## config.mk

```make
export PLATFORM = sky130hd
export DESIGN_NAME = serial_add_ctrl
export DESIGN_NICKNAME = d
export VERILOG_FILES = /design/src/rtl/serial_add_ctrl.sv
export SDC_FILE = /design/constraint.sdc
export NUM_CORES = 1
export LEC_CHECK = 0
export BUFFER_PORTS_ARGS = -buffer_cell sky130_fd_sc_hd__buf_2
export CAP_MARGIN = 10
export CORE_MARGIN = 10
export CORE_UTILIZATION = 55
export CTS_CLUSTER_SIZE = 40
export DETAILED_ROUTE_END_ITERATION = 7
export PLACE_DENSITY_LB_ADDON = 0.1
export SLEW_MARGIN = 40
export SYNTH_ARGS = -nofsm -noshare
export SYNTH_HDL_FRONTEND = slang
export SYNTH_SLANG_ARGS = --single-unit
```

## constraint.sdc

```tcl
create_clock -name clk -period 2.3 [get_ports clk]
set_clock_uncertainty 0.1 [all_clocks]
set_input_delay 0.46 -clock clk [delete_from_list [all_inputs] [get_ports clk]]
set_output_delay 0.46 -clock clk [all_outputs]
set_load 0.01 [all_outputs]
```

## src/rtl/serial_add_ctrl.sv

```systemverilog
// serial_add_ctrl: bit-serial adder controller built around one shared 1-bit
// full adder. Operands are consumed LSB first, one bit per clock, and the
// WIDTH-bit result plus carry-out is presented with a one-cycle done pulse.
//
// Optional build macro: SERIAL_ADD_OVF_EN
//   When defined, adds output ovf (two's-complement signed overflow of the
//   addition), registered with sum/cout and held until the next completion.
//
// state | meaning
// IDLE  | waiting for start; operands captured on an accepted start
// RUN   | one operand bit pair added per clock, LSB first
// DONE  | result registered; done pulses for this single cycle

module fulladd (
  input  logic a,
  input  logic b,
  input  logic cin,
  output logic sum,
  output logic cout
);
  assign sum  = a ^ b ^ cin;
  assign cout = (a & b) | (cin & (a ^ b));
endmodule

module serial_add_ctrl #(
  parameter int WIDTH = 8
) (
  input  logic             clk,
  input  logic             rst_n,
  input  logic             start,
  input  logic [WIDTH-1:0] a,
  input  logic [WIDTH-1:0] b,
  input  logic             cin,
  output logic             busy,
  output logic             done,
  output logic [WIDTH-1:0] sum,
  output logic             cout
`ifdef SERIAL_ADD_OVF_EN
  ,
  output logic             ovf
`endif
);

  localparam int CW = (WIDTH > 1) ? $clog2(WIDTH) : 1;
  localparam logic [CW-1:0] CNT_LAST = CW'(WIDTH - 1);

  typedef enum logic [1:0] {
    IDLE = 2'b00,
    RUN  = 2'b01,
    DONE = 2'b10
  } state_t;

  state_t           state_q, state_d;
  logic [WIDTH-1:0] a_sr_q, a_sr_d;
  logic [WIDTH-1:0] b_sr_q, b_sr_d;
  logic [WIDTH-1:0] res_sr_q, res_sr_d;
  logic             carry_q, carry_d;
  logic [CW-1:0]    cnt_q, cnt_d;
  logic [WIDTH-1:0] sum_q, sum_d;
  logic             cout_q, cout_d;
  logic             busy_q, done_q;
  logic             fa_sum, fa_cout;
  logic             last_bit;

  fulladd u_fa (
    .a    (a_sr_q[0]),
    .b    (b_sr_q[0]),
    .cin  (carry_q),
    .sum  (fa_sum),
    .cout (fa_cout)
  );

  assign last_bit = (state_q == RUN) && (cnt_q == CNT_LAST);

  // Next-state, shift-register and result-capture logic
  always_comb begin
    state_d  = state_q;
    a_sr_d   = a_sr_q;
    b_sr_d   = b_sr_q;
    res_sr_d = res_sr_q;
    carry_d  = carry_q;
    cnt_d    = cnt_q;
    sum_d    = sum_q;
    cout_d   = cout_q;
    case (state_q)
      IDLE: begin
        if (start) begin
          a_sr_d   = a;
          b_sr_d   = b;
          carry_d  = cin;
          cnt_d    = '0;
          res_sr_d = '0;
          state_d  = RUN;
        end
      end
      RUN: begin
        res_sr_d = {fa_sum, res_sr_q[WIDTH-1:1]};
        a_sr_d   = {1'b0, a_sr_q[WIDTH-1:1]};
        b_sr_d   = {1'b0, b_sr_q[WIDTH-1:1]};
        carry_d  = fa_cout;
        if (last_bit) begin
          // Counter stays at its last value so it never exceeds WIDTH-1
          sum_d   = {fa_sum, res_sr_q[WIDTH-1:1]};
          cout_d  = fa_cout;
          state_d = DONE;
        end else begin
          cnt_d = cnt_q + CW'(1);
        end
      end
      DONE:    state_d = IDLE;
      default: state_d = IDLE;
    endcase
  end

  // State register and registered busy/done decodes
  always_ff @(posedge clk or negedge rst_n) begin
    if (!rst_n) begin
      state_q <= IDLE;
      busy_q  <= 1'b0;
      done_q  <= 1'b0;
    end else begin
      state_q <= state_d;
      busy_q  <= (state_d == RUN);
      done_q  <= (state_d == DONE);
    end
  end

  // Datapath registers
  always_ff @(posedge clk or negedge rst_n) begin
    if (!rst_n) begin
      a_sr_q   <= '0;
      b_sr_q   <= '0;
      res_sr_q <= '0;
      carry_q  <= 1'b0;
      cnt_q    <= '0;
      sum_q    <= '0;
      cout_q   <= 1'b0;
    end else begin
      a_sr_q   <= a_sr_d;
      b_sr_q   <= b_sr_d;
      res_sr_q <= res_sr_d;
      carry_q  <= carry_d;
      cnt_q    <= cnt_d;
      sum_q    <= sum_d;
      cout_q   <= cout_d;
    end
  end

  assign busy = busy_q;
  assign done = done_q;
  assign sum  = sum_q;
  assign cout = cout_q;

`ifdef SERIAL_ADD_OVF_EN
  logic ovf_q;

  // Signed overflow: carry into the MSB differs from carry out of it
  always_ff @(posedge clk or negedge rst_n) begin
    if (!rst_n) begin
      ovf_q <= 1'b0;
    end else if (last_bit) begin
      ovf_q <= carry_q ^ fa_cout;
    end
  end

  assign ovf = ovf_q;
`endif

endmodule

```

; Word level (Yosys, flattened, before mapping)
; Index checks and enable logic that the tools add are counted.
[word_totals]
regBits = 41
out_inout_bits = 11
elab_cells = 42
input_bits = 20
[op_classes]
bitwise_logic = 5
mux = 14
eq_ne = 6
addsub = 1
n_reduce_logical = 6
[ops]
columns = op, n
row1 = 8-bit case mux with 2 select lines, 3
row2 = 8-bit 2-to-1 mux, 3
row3 = 3-bit 2-to-1 mux, 2
row4 = 3-bit case mux with 2 select lines, 1
row5 = "2-bit by 1-bit equality test with 1-bit output, second input constant", 2
row6 = 2-bit 2-to-1 mux, 2
row7 = "2-bit inequality test, second input constant", 2
row8 = 2-bit case mux with 2 select lines, 1
row9 = 2-bit AND reduction, 2
row10 = "3-bit by 1-bit adder with 3-bit output, second input constant", 1
row11 = "3-bit equality test, second input constant", 1
row12 = 3-bit AND reduction, 1
row13 = 1-bit AND, 2
row14 = "2-bit equality test, second input constant", 1
row15 = 2-bit logical NOT, 1
row16 = 1-bit case mux with 2 select lines, 1
row17 = 2-bit nonzero test, 1
row18 = 1-bit XOR, 2
row19 = 1-bit logical AND, 1
row20 = 1-bit 2-to-1 mux, 1
row21 = 1-bit bitwise OR, 1

; Depth between registers and ports, before layout
; Gate-level depths: netlist of run 1.
[logic_depth]
word_depth = 5
depth_mapped = 5
ltp_nobuf = 4

; Modules after synthesis
; From an unflattened synthesis of run 1, not the netlist that was laid out.
[hier_totals]
cells_unflattened = 141
hier_area_um2 = 1740.4
[by_module_without_submodules]
columns = mod, area_per_inst_um2, seq_area_each_um2, instances, cells_per_inst
row1 = serial_add_ctrl, 1720.4, 1001.0, 1, 140
row2 = fulladd, 20.0, 0.0, 1, 1

; Worst setup path before layout of run 1
; No wires, ideal clock.
[synth_path]
path_type = register to register
start = reg cnt_q[0]
end = reg sum_q[1], in the netlist sum[1]
path_stages_with_launch = 6
t_required_ns = 2.075
setup_time_ns = 0.125
path_slack_ns = 0.700
n_path_buf = 1
synth_period_minus_slack_ns = 1.600
t_arrival_ns = 1.375
path_cell_list = dfrtp_1 -> ha_1 -> ha_1 -> nand3b_1 -> buf_6 -> mux2_4
[synth_via]
elab_chain_len = 3
[synth_lines]
columns = item, line
row1 = "start, declared", 58  ; logic [CW-1:0] cnt_q, cnt_d;
row2 = "start signal, assigned", 143  ; cnt_q <= cnt_d;
row3 = 3-bit equality test, 73  ; assign last_bit = (state_q == RUN) && (cnt_q == CNT_LAST);
row4 = 1-bit logical AND, 73
row5 = 2-bit AND reduction (no line), --
row6 = "end signal, assigned", 144  ; sum_q <= sum_d;
row7 = "end, declared", 59  ; logic [WIDTH-1:0] sum_q, sum_d;
; Every way passes these cells.
; A chain may end at the register's enable or synchronous reset.

; Worst setup path in the final report of run 1
[layout_path]
start = reg cnt_q[0]
end = reg sum_q[0], in the netlist sum[0]
; The elaborated chain is that of the path after synthesis.

==> results of run 1 <==
power groups by stage:
stage | clock network, mW | logic (mW) | registers [mW]
floorplan | 0 | 0.800 | 1.17
global placement | 0 | 0.968 | 1.16
detailed placement | 0 | 1.02 | 1.18
CTS | 0.333 | 1.02 | 1.16
global route | 0.364 | 1.12 | 1.21
finish | 0.323 | 1.00 | 1.16
sequential cells by signal, indices dropped and copies added (netlist names):
name      count
state_q       2
cout          1
a_sr_q        8
res_sr_q      7
b_sr_q        8
busy          1
sum           8
done          1
carry_q       1
cnt_q         3
worst min-delay path by stage:
stage                            start               endpoint  slack [ps]  cells after the start
floorplan                        rst_n  a_sr_q[0]$_DFFE_PN0P_          60                      0
global route                      b[0]  b_sr_q[0]$_DFFE_PN0P_         300                      3
global placement    sum[0]$_DFFE_PN0P_     sum[0]$_DFFE_PN0P_         390                      1
CTS                               b[4]  b_sr_q[4]$_DFFE_PN0P_         300                      3
finish                             cin    carry_q$_DFFE_PN0P_         310                      3
detailed placement               rst_n     sum[0]$_DFFE_PN0P_         360                      1
metal layers:
layer	share of wire (%)	wire length, um
met5	0	0
met4	0.98	33
met3	7.4	247
met2	47	1581
met1	45	1494
critical path, stage by stage (launching register included):
cell,delay (ps)
dfrtp_1,420
ha_1,210
ha_1,240
nand3b_1,470
mux2_2,400
kinds of logic (layout without fill, tap and decap cells):
logic type                 Yosys count  in the layout  synth area share [%]
muxes                                9              9                 6.990
and+or+nand+nor                     29             29                 8.928
adders and majority gates            3              3                 2.491
AOI/OAI and AO/OA                   30             30                 16.40
DFF                                 40             40                 55.36
buffers and inverters               32             62                 9.828
final cells by class:
class	instances	area, um^2	area share [%]
clock inverter	1	5.005	0.2508
sequential	40	1001	50.16
inverter	21	78.83	3.950
multi-input combinational	71	629.4	31.54
clock buffer	6	41.29	2.069
timing repair buffer	34	185.2	9.279
tap	44	55.05	2.759
placed cells by master (no fill, tap or decap), drive strengths merged, types with 3 or more instances in the layout:
master,n
dfrtp,40
buf,33
inv,21
nor2,15
a222oi,15
mux2,8
a22o,7
clkbuf,6
nor2b,4
and3,3
==> results.sh, run 1 <==
export IMPL_fin_ws_ps=362.6
export IMPL_worst_slew_pin_slew_ps=619.5
export IMPL_clockRootBuffer="clkbuf_4"
export IMPL_yosys_area_top_type="dfrtp_1"
export IMPL_ios=31
export IMPL_grt_start_max_net_pins=41
export IMPL_status="complete, no violations"
export IMPL_cts_buffers=5
export IMPL_clock_latency_ps=340
export IMPL_num_nets_final=196
export IMPL_setup_viol=0
export IMPL_start_kind="flop"
export IMPL_drcViolationCount=0
export IMPL_p_comb_share_pct=40.2
export IMPL_syn2layout_area_growth_pct=10.38
export IMPL_r2r_slack_ps=360
export IMPL_grt_util_met1_pct=13.08
export IMPL_synth_edf_count=0
export IMPL_slew_headroom_pct=58.58
export IMPL_p_int_mw=1.628
export IMPL_synth_cells_most_frequent="dfrtp_1, inv_1, a222oi_1, nor2_1"
export IMPL_syn_inst=143
export IMPL_power_net_switching_mw=0.8576
export IMPL_synth_top_area_share_pct=55.36
export IMPL_design_area_um2=1996
export IMPL_hold_viol=0
export IMPL_worstHoldPathType="in -> reg"
export IMPL_hpwlAfterDp_mm=2.295
export IMPL_cts_resized=0
export IMPL_max_freq_ghz=0.5162
export IMPL_yosysMostFrequentCell="dfrtp_1"
export IMPL_p_per_area_nw_per_um2=1246
export IMPL_met3_usage_pct=4.608
export IMPL_netlist_area_um2=1808
export IMPL_vias=1182
export IMPL_yosysWarnings=0
export IMPL_grtUsageTotal_pct=11.37
export IMPL_core_um2=3103
export IMPL_drtAntennaViolNets=0
export IMPL_crit_path_end="sum[0]$_DFFE_PN0P_"
export IMPL_antenna_found_initial=0
export IMPL_die_w_um=77.34
export IMPL_yosysUniqueCellTypes=25
export IMPL_grt_pass1_vias=1269
export IMPL_postSynth_asyncResetShare_pct=100.0
export IMPL_cp_end_kind="flop"
export IMPL_grt_pass1_wl_mm=5.699
export IMPL_worstSetupStartpoint="cnt_q[0]$_DFFE_PN0P_"
export IMPL_max_cap_violations=0
export IMPL_post_cts_setup_buffer_count=0
export IMPL_pwr_share_seq_pct=46.8
export IMPL_fin_crit_sh_pct=84.23
export IMPL_syn_avg_cell_area_um2=12.64
export IMPL_path_clk_slew_ps=110
export IMPL_synth_ff_type="dfrtp_1"
export IMPL_cts_sinks=40
export IMPL_drive_above_1_share_pct=29.48
export IMPL_r2r_start="cnt_q[0]$_DFFE_PN0P_"
export IMPL_io_buffers=30
export IMPL_wl_per_cell_um=15.47
export IMPL_start_util_pct=58.27
export IMPL_dp_cells=209
export IMPL_setup_tns_ps=0
export IMPL_vdd_drop_max_v=0.0006790
export IMPL_power_total_mw=2.486
export IMPL_critPathKind="reg -> reg"
export IMPL_drt_wl_total_mm=3.356
export IMPL_whs_ps=311.6
export IMPL_dr_pass1_iters=7
export IMPL_p_sw_share_pct=34.50
export IMPL_pwr_share_clk_pct=13.0
export IMPL_place_area_um2=1939
export IMPL_power_leakage_nw=1.055
export IMPL_crit_arrival_ps=2070
export IMPL_rr_worst_depth=4
export IMPL_utilization_pct=64.31
export IMPL_dp_slack_ps=371.7
export IMPL_diodes=0
export IMPL_cts_buffer_depth=2
export IMPL_ys_seq_elements=40
export IMPL_die_y_um=77.34
export IMPL_gp_congestion=0.7142
export IMPL_yosysSeqAreaShare_pct=55.36
export IMPL_htreeDepth=2
export IMPL_use_met2_pct=18.81
export IMPL_fill_cells=277
export IMPL_overflow=0
export IMPL_cp_required_ps=2440
export IMPL_rsz0062_at_grt="no"
export IMPL_drtIter0Drc=148
export IMPL_die_area_um2=5981
export IMPL_cts_tree="done"
export IMPL_layout_min_cycle_time_ps=1937
export IMPL_busiest_layer="met2"
export IMPL_num_rows=20
export IMPL_drv_slew=0
export IMPL_syn_num_nets=166
export IMPL_vias_per_cell=5.447
export IMPL_synth_area_leaders="dfrtp_1, a222oi_1, mux2_4, buf_6, inv_1"
export IMPL_fin_cells=217
export IMPL_r2r_end="sum[0]$_DFFE_PN0P_"
export IMPL_cp_max_fo=11
export IMPL_cts_hold_buf=1
No activity file was read; power rests on OpenSTA's default activity.
==> inputs of run 2 (changes only) <==
Settings changed: ABC_AREA from default to 1, CORE_UTILIZATION 55 to 49.
Clock period 2.3 ns to 1.6 ns, I/O delays scaled along.
==> results.sh, run 2 <==
export IMPL_utilization_pct=59.95
export IMPL_cts_sinks=40
export IMPL_vdd_drop_max_v=0.0009254
export IMPL_final_common_cell="nand2_1"
export IMPL_io_buffers=30
export IMPL_drcViolationCount=0
export IMPL_setup_viol=0
export IMPL_hold_viol=0
export IMPL_vias=1427
export IMPL_num_rows=22
export IMPL_crit_arrival_ps=1510
export IMPL_p_per_area_nw_per_um2=1929
export IMPL_syn_num_nets=237
export IMPL_cts_buffer_depth=2
export IMPL_critPathKind="reg -> reg"
export IMPL_cp_end_kind="flop"
export IMPL_start_util_pct=50.24
export IMPL_cts_resized=0
export IMPL_cts_hold_buf=1
export IMPL_fin_cells=302
export IMPL_syn_avg_cell_area_um2=8.530
export IMPL_power_leakage_nw=1.220
export IMPL_worstHoldPathType="in -> reg"
export IMPL_status="complete, no violations"
export IMPL_pwr_share_seq_pct=39.8
export IMPL_grt_pass1_wl_mm=6.720
export IMPL_use_met2_pct=19.51
export IMPL_grt_pass1_vias=1457
export IMPL_dp_slack_ps=179.2
export IMPL_dr_pass1_iters=4
export IMPL_post_cts_setup_buffer_count=0
export IMPL_design_area_um2=2178
export IMPL_cts_tree="done"
export IMPL_fin_ws_ps=175.4
export IMPL_p_sw_share_pct=38.54
export IMPL_met3_usage_pct=5.298
export IMPL_synth_area_leaders="dfrtp_1, nand2_1, nand3_1, o21ai_2, inv_1"
export IMPL_max_freq_ghz=0.7019
export IMPL_layout_common_cells="nand2_1, dfrtp_1, buf_2, nand3_1, inv_1"
export IMPL_drive_above_1_share_pct=24.02
export IMPL_die_y_um=81.04
export IMPL_core_um2=3633
export IMPL_power_net_switching_mw=1.619
export IMPL_p_int_mw=2.582
export IMPL_diodes=0
export IMPL_antenna_found_initial=0
export IMPL_setup_tns_ps=0
export IMPL_netlist_area_um2=1826
export IMPL_synth_cells_most_frequent="nand2_1, dfrtp_1, nand3_1"
export IMPL_start_kind="flop"
export IMPL_yosys_area_top_type="dfrtp_1"
export IMPL_yosysSeqAreaShare_pct=54.83
export IMPL_grt_util_met1_pct=16.34
export IMPL_wl_per_cell_um=12.62
export IMPL_p_comb_share_pct=40.3
export IMPL_worst_slew_pin_slew_ps=489.3
export IMPL_yosysMostFrequentCell="nand2_1"
export IMPL_layout_min_cycle_time_ps=1425
export IMPL_gp_congestion=0.7887
export IMPL_slew_headroom_pct=67.38
export IMPL_max_cap_violations=0
export IMPL_overflow=0
export IMPL_fill_cells=342
export IMPL_syn_inst=214
export IMPL_fin_crit_sh_pct=89.04
export IMPL_htreeDepth=2
export IMPL_ys_seq_elements=40
export IMPL_grt_start_max_net_pins=41
export IMPL_drv_slew=0
export IMPL_die_w_um=81.04
export IMPL_cp_max_fo=5
export IMPL_synth_top_area_share_pct=54.83
export IMPL_drt_wl_total_mm=3.811
export IMPL_grtUsageTotal_pct=12.93
export IMPL_pwr_share_clk_pct=20.0
export IMPL_syn2layout_area_growth_pct=19.33
export IMPL_cts_buffers=5
export IMPL_synth_ff_type="dfrtp_1"
export IMPL_place_area_um2=2052
export IMPL_drtIter0Drc=45
export IMPL_hpwlAfterDp_mm=2.712
export IMPL_die_area_um2=6567
export IMPL_yosysWarnings=0
export IMPL_drtAntennaViolNets=0
export IMPL_yosysUniqueCellTypes=17
export IMPL_synth_edf_count=0
export IMPL_vias_per_cell=4.725
export IMPL_clockRootBuffer="clkbuf_8"
export IMPL_busiest_layer="met2"
export IMPL_path_clk_slew_ps=80
export IMPL_postSynth_asyncResetShare_pct=100.0
export IMPL_dp_cells=293
export IMPL_ios=31
export IMPL_clock_latency_ps=300
export IMPL_rsz0062_at_grt="no"
export IMPL_cp_required_ps=1690
export IMPL_num_nets_final=276
run 2: area by class of cell:
type / instances / area, um^2 / area share (%)
clock buffers: 5 / 68.82 / 3.159
well taps: 48 / 60.06 / 2.757
flip-flops and latches: 40 / 1001 / 45.95
repair buffers: 41 / 247.7 / 11.37
inverters: 17 / 63.81 / 2.929
multi-input cells: 148 / 689.4 / 31.65
clock inverters: 3 / 47.55 / 2.183
run 2: metal layers:
layer	vias up	wire length (um)
li1	743	-
met5	-	0
met3	5	271
met4	0	48
met1	649	1830
met2	30	1660
run 2: final timing paths:
| kind | slack, ps | cells past startpoint | endpoint | startpoint |
|---|---|---|---|---|
| max in group asynchronous | 550 | 3 | a_sr_q[6]$_DFFE_PN0P_ | rst_n |
| worst max register to register | 180 | 6 | cnt_q[1]$_DFFE_PN0P_ | cnt_q[0]$_DFFE_PN0P_ |
| min in group asynchronous | 500 | 3 | res_sr_q[6]$_DFFE_PN0P_ | rst_n |
| worst min-delay path | 170 | 3 | b_sr_q[7]$_DFFE_PN0P_ | b[7] |
| worst max-delay path | 180 | 6 | cnt_q[1]$_DFFE_PN0P_ | cnt_q[0]$_DFFE_PN0P_ |
| worst min register to register | 370 | 2 | a_sr_q[7]$_DFFE_PN0P_ | a_sr_q[7]$_DFFE_PN0P_ |
run 2: cell families after synthesis:
group                      count (synthesis)  share of synthesized area [%]
adders and majority gates                  3                          2.467
AOI/OAI and AO/OA                         16                          6.649
and+or+nand+nor                          129                          28.65
DFF                                       40                          54.83
buffers and inverters                     26                          7.402
run 2: power groups by stage:
stage | registers (mW) | clock network, mW | logic (mW)
2_1_floorplan | 1.70 | 0 | 1.20
3_3_place_gp | 1.69 | 0 | 1.69
3_5_place_dp | 1.69 | 0 | 1.73
4_1_cts | 1.67 | 0.859 | 1.74
5_1_grt | 1.73 | 0.894 | 1.97
6_report | 1.67 | 0.839 | 1.69
run 2: through the flow:
step	total power, mW	hold WS (ps)
final	4.201	171.2
after floorplan	2.900	-75.59
after global placement	3.380	312.1
after detailed placement	3.418	316.0
after CTS	4.267	170.1
after global routing	4.595	185.2
run 2: worst max-delay path, cell delays in order (launching register included):
cell and delay [ps]:
dfrtp_1 410, ha_1 210, ha_1 200, inv_1 110, nand2_1 130, nand3_1 110, nand2_1 50
==> inputs of run 3 (changes only) <==
Settings changed: CORE_MARGIN 10 to 2.
==> results.sh, run 3 (synthesis results as in run 2) <==
export IMPL_cpPeakStageDelay_ps=400
export IMPL_worstHoldPathType="in -> reg"
export IMPL_layout_common_cells="nand2_1, dfrtp_1, buf_2, nand3_1, inv_1"
export IMPL_worst_slew_pin_slew_ps=257.2
export IMPL_r2r_slack_ps=200
export IMPL_grt_start_max_net_pins=41
export IMPL_slew_headroom_pct=82.83
export IMPL_p_per_area_nw_per_um2=1903
export IMPL_drive_above_1_share_pct=23.62
export IMPL_slowest_stage="dfrtp_1"
export IMPL_die_w_um=65.04
export IMPL_setup_viol=0
export IMPL_setup_tns_ps=0
export IMPL_fin_crit_sh_pct=87.52
export IMPL_drv_slew=0
export IMPL_wl_per_cell_um=11.67
export IMPL_max_freq_ghz=0.7141
export IMPL_cts_sinks=40
export IMPL_core_um2=3633
export IMPL_drt_wl_total_mm=3.524
export IMPL_hold_viol=0
export IMPL_cts_hold_buf=1
export IMPL_vias_per_cell=4.666
export IMPL_fin_cells=302
export IMPL_final_common_cell="nand2_1"
export IMPL_io_buffers=30
export IMPL_utilization_pct=60.06
export IMPL_cp_max_fo=15
export IMPL_cts_buffers=5
export IMPL_path_clk_slew_ps=70
export IMPL_rsz0062_at_grt="no"
export IMPL_num_nets_final=276
export IMPL_dp_cells=293
export IMPL_start_util_pct=50.24
export IMPL_post_cts_setup_buffer_count=0
export IMPL_diodes=0
export IMPL_cts_resized=0
export IMPL_clockRootBuffer="clkbuf_8"
export IMPL_dr_pass1_iters=4
export IMPL_worst_path_most_repeated_cell="ha_1"
export IMPL_drcViolationCount=0
export IMPL_crit_arrival_ps=1520
export IMPL_vdd_drop_max_v=0.001142
export IMPL_clock_latency_ps=290
export IMPL_hpwlAfterDp_mm=2.385
export IMPL_grt_pass1_wl_mm=6.237
export IMPL_gp_congestion=0.8108
export IMPL_vias=1409
export IMPL_layout_min_cycle_time_ps=1400
export IMPL_num_rows=22
export IMPL_grtUsageTotal_pct=19.93
export IMPL_grt_pass1_vias=1368
export IMPL_critPathKind="reg -> reg"
export IMPL_ios=31
export IMPL_antenna_found_initial=0
export IMPL_met2_length_mm=1.583
export IMPL_m1WireLength_mm=1.761
export IMPL_cp_required_ps=1720
export IMPL_worstPathCellList="ha_1 -> ha_1 -> nand2_2 -> buf_12 -> nand2_1 -> o21ai_2"
export IMPL_die_y_um=65.04
export IMPL_htreeDepth=2
export IMPL_hold_path_depth=3
export IMPL_power_leakage_nw=1.222
export IMPL_drtAntennaViolNets=0
export IMPL_die_area_um2=4230
export IMPL_cts_buffer_depth=2
export IMPL_whs_ps=166.4
export IMPL_highest_layer="met4"
export IMPL_status="complete, no violations"
export IMPL_overflow=0
export IMPL_rr_worst_depth=6
export IMPL_cp_end_kind="flop"
export IMPL_wl_met3_um=149
export IMPL_start_kind="flop"
export IMPL_syn2layout_area_growth_pct=19.53
export IMPL_cts_tree="done"
export IMPL_max_cap_violations=0
export IMPL_drtIter0Drc=55
==> run 3: cell types whose count changed in the layout (fill, tap and decap cells not counted), sizes merged <==
cell and change:
clkinv -1, clkbuf +1
==> run 3: critical path, delay by kind of cell (launching register included) <==
family                     cells  cell delay (ps)
buffers and inverters          1              160
and+or+nand+nor                2              210
DFF                            1              400
AOI/OAI and AO/OA              1               50
adders and majority gates      2              400
==> run 3: routing by layer <==
| layer | vias to the layer above | global-route usage (%) |
|---|---|---|
| li1 | 746 | - |
| met1 | 632 | 25.72 |
| met2 | 27 | 32.09 |
| met3 | 4 | 5.903 |
| met4 | 0 | 7.031 |
| met5 | - | 0 |
==> run 3: where the power goes <==
group	internal [mW]	leakage (nW)	switching, mW
Combinational	0.673	0.657	1.03
Clock	0.463	0.0552	0.329
Sequential	1.45	0.509	0.217
Total	2.58	1.22	1.57
==> run 3: cell type report <==
class	count	area, um^2
inverters	17	63.81
clock inverters	2	35.03
well taps	48	60.06
clock buffers	6	72.57
flip-flops and latches	40	1001
multi-input cells	148	689.4
repair buffers	41	260.3
fillers	340	1451
==> run 3: path summary, 6_finish.rpt <==
kind,startpoint,endpoint
worst min-delay path,a[7],a_sr_q[7]$_DFFE_PN0P_
worst max register to register,cnt_q[0]$_DFFE_PN0P_,sum[4]$_DFFE_PN0P_
max in group asynchronous,rst_n,busy$_DFF_PN0_
worst max-delay path,cnt_q[0]$_DFFE_PN0P_,sum[4]$_DFFE_PN0P_
min in group asynchronous,rst_n,sum[6]$_DFFE_PN0P_
worst min register to register,a_sr_q[3]$_DFFE_PN0P_,a_sr_q[3]$_DFFE_PN0P_
==> run 3: through the flow <==
step | cell area (um^2) | setup WS (ps) | total power, mW
finish | 2182 | 199.7 | 4.153
global route | 2182 | 101.6 | 4.572
CTS | 2182 | 183.9 | 4.211
detailed placement | 2064 | 200.8 | 3.399
global placement | 2064 | 232.8 | 3.371
floorplan | 1826 | 265.1 | 2.900
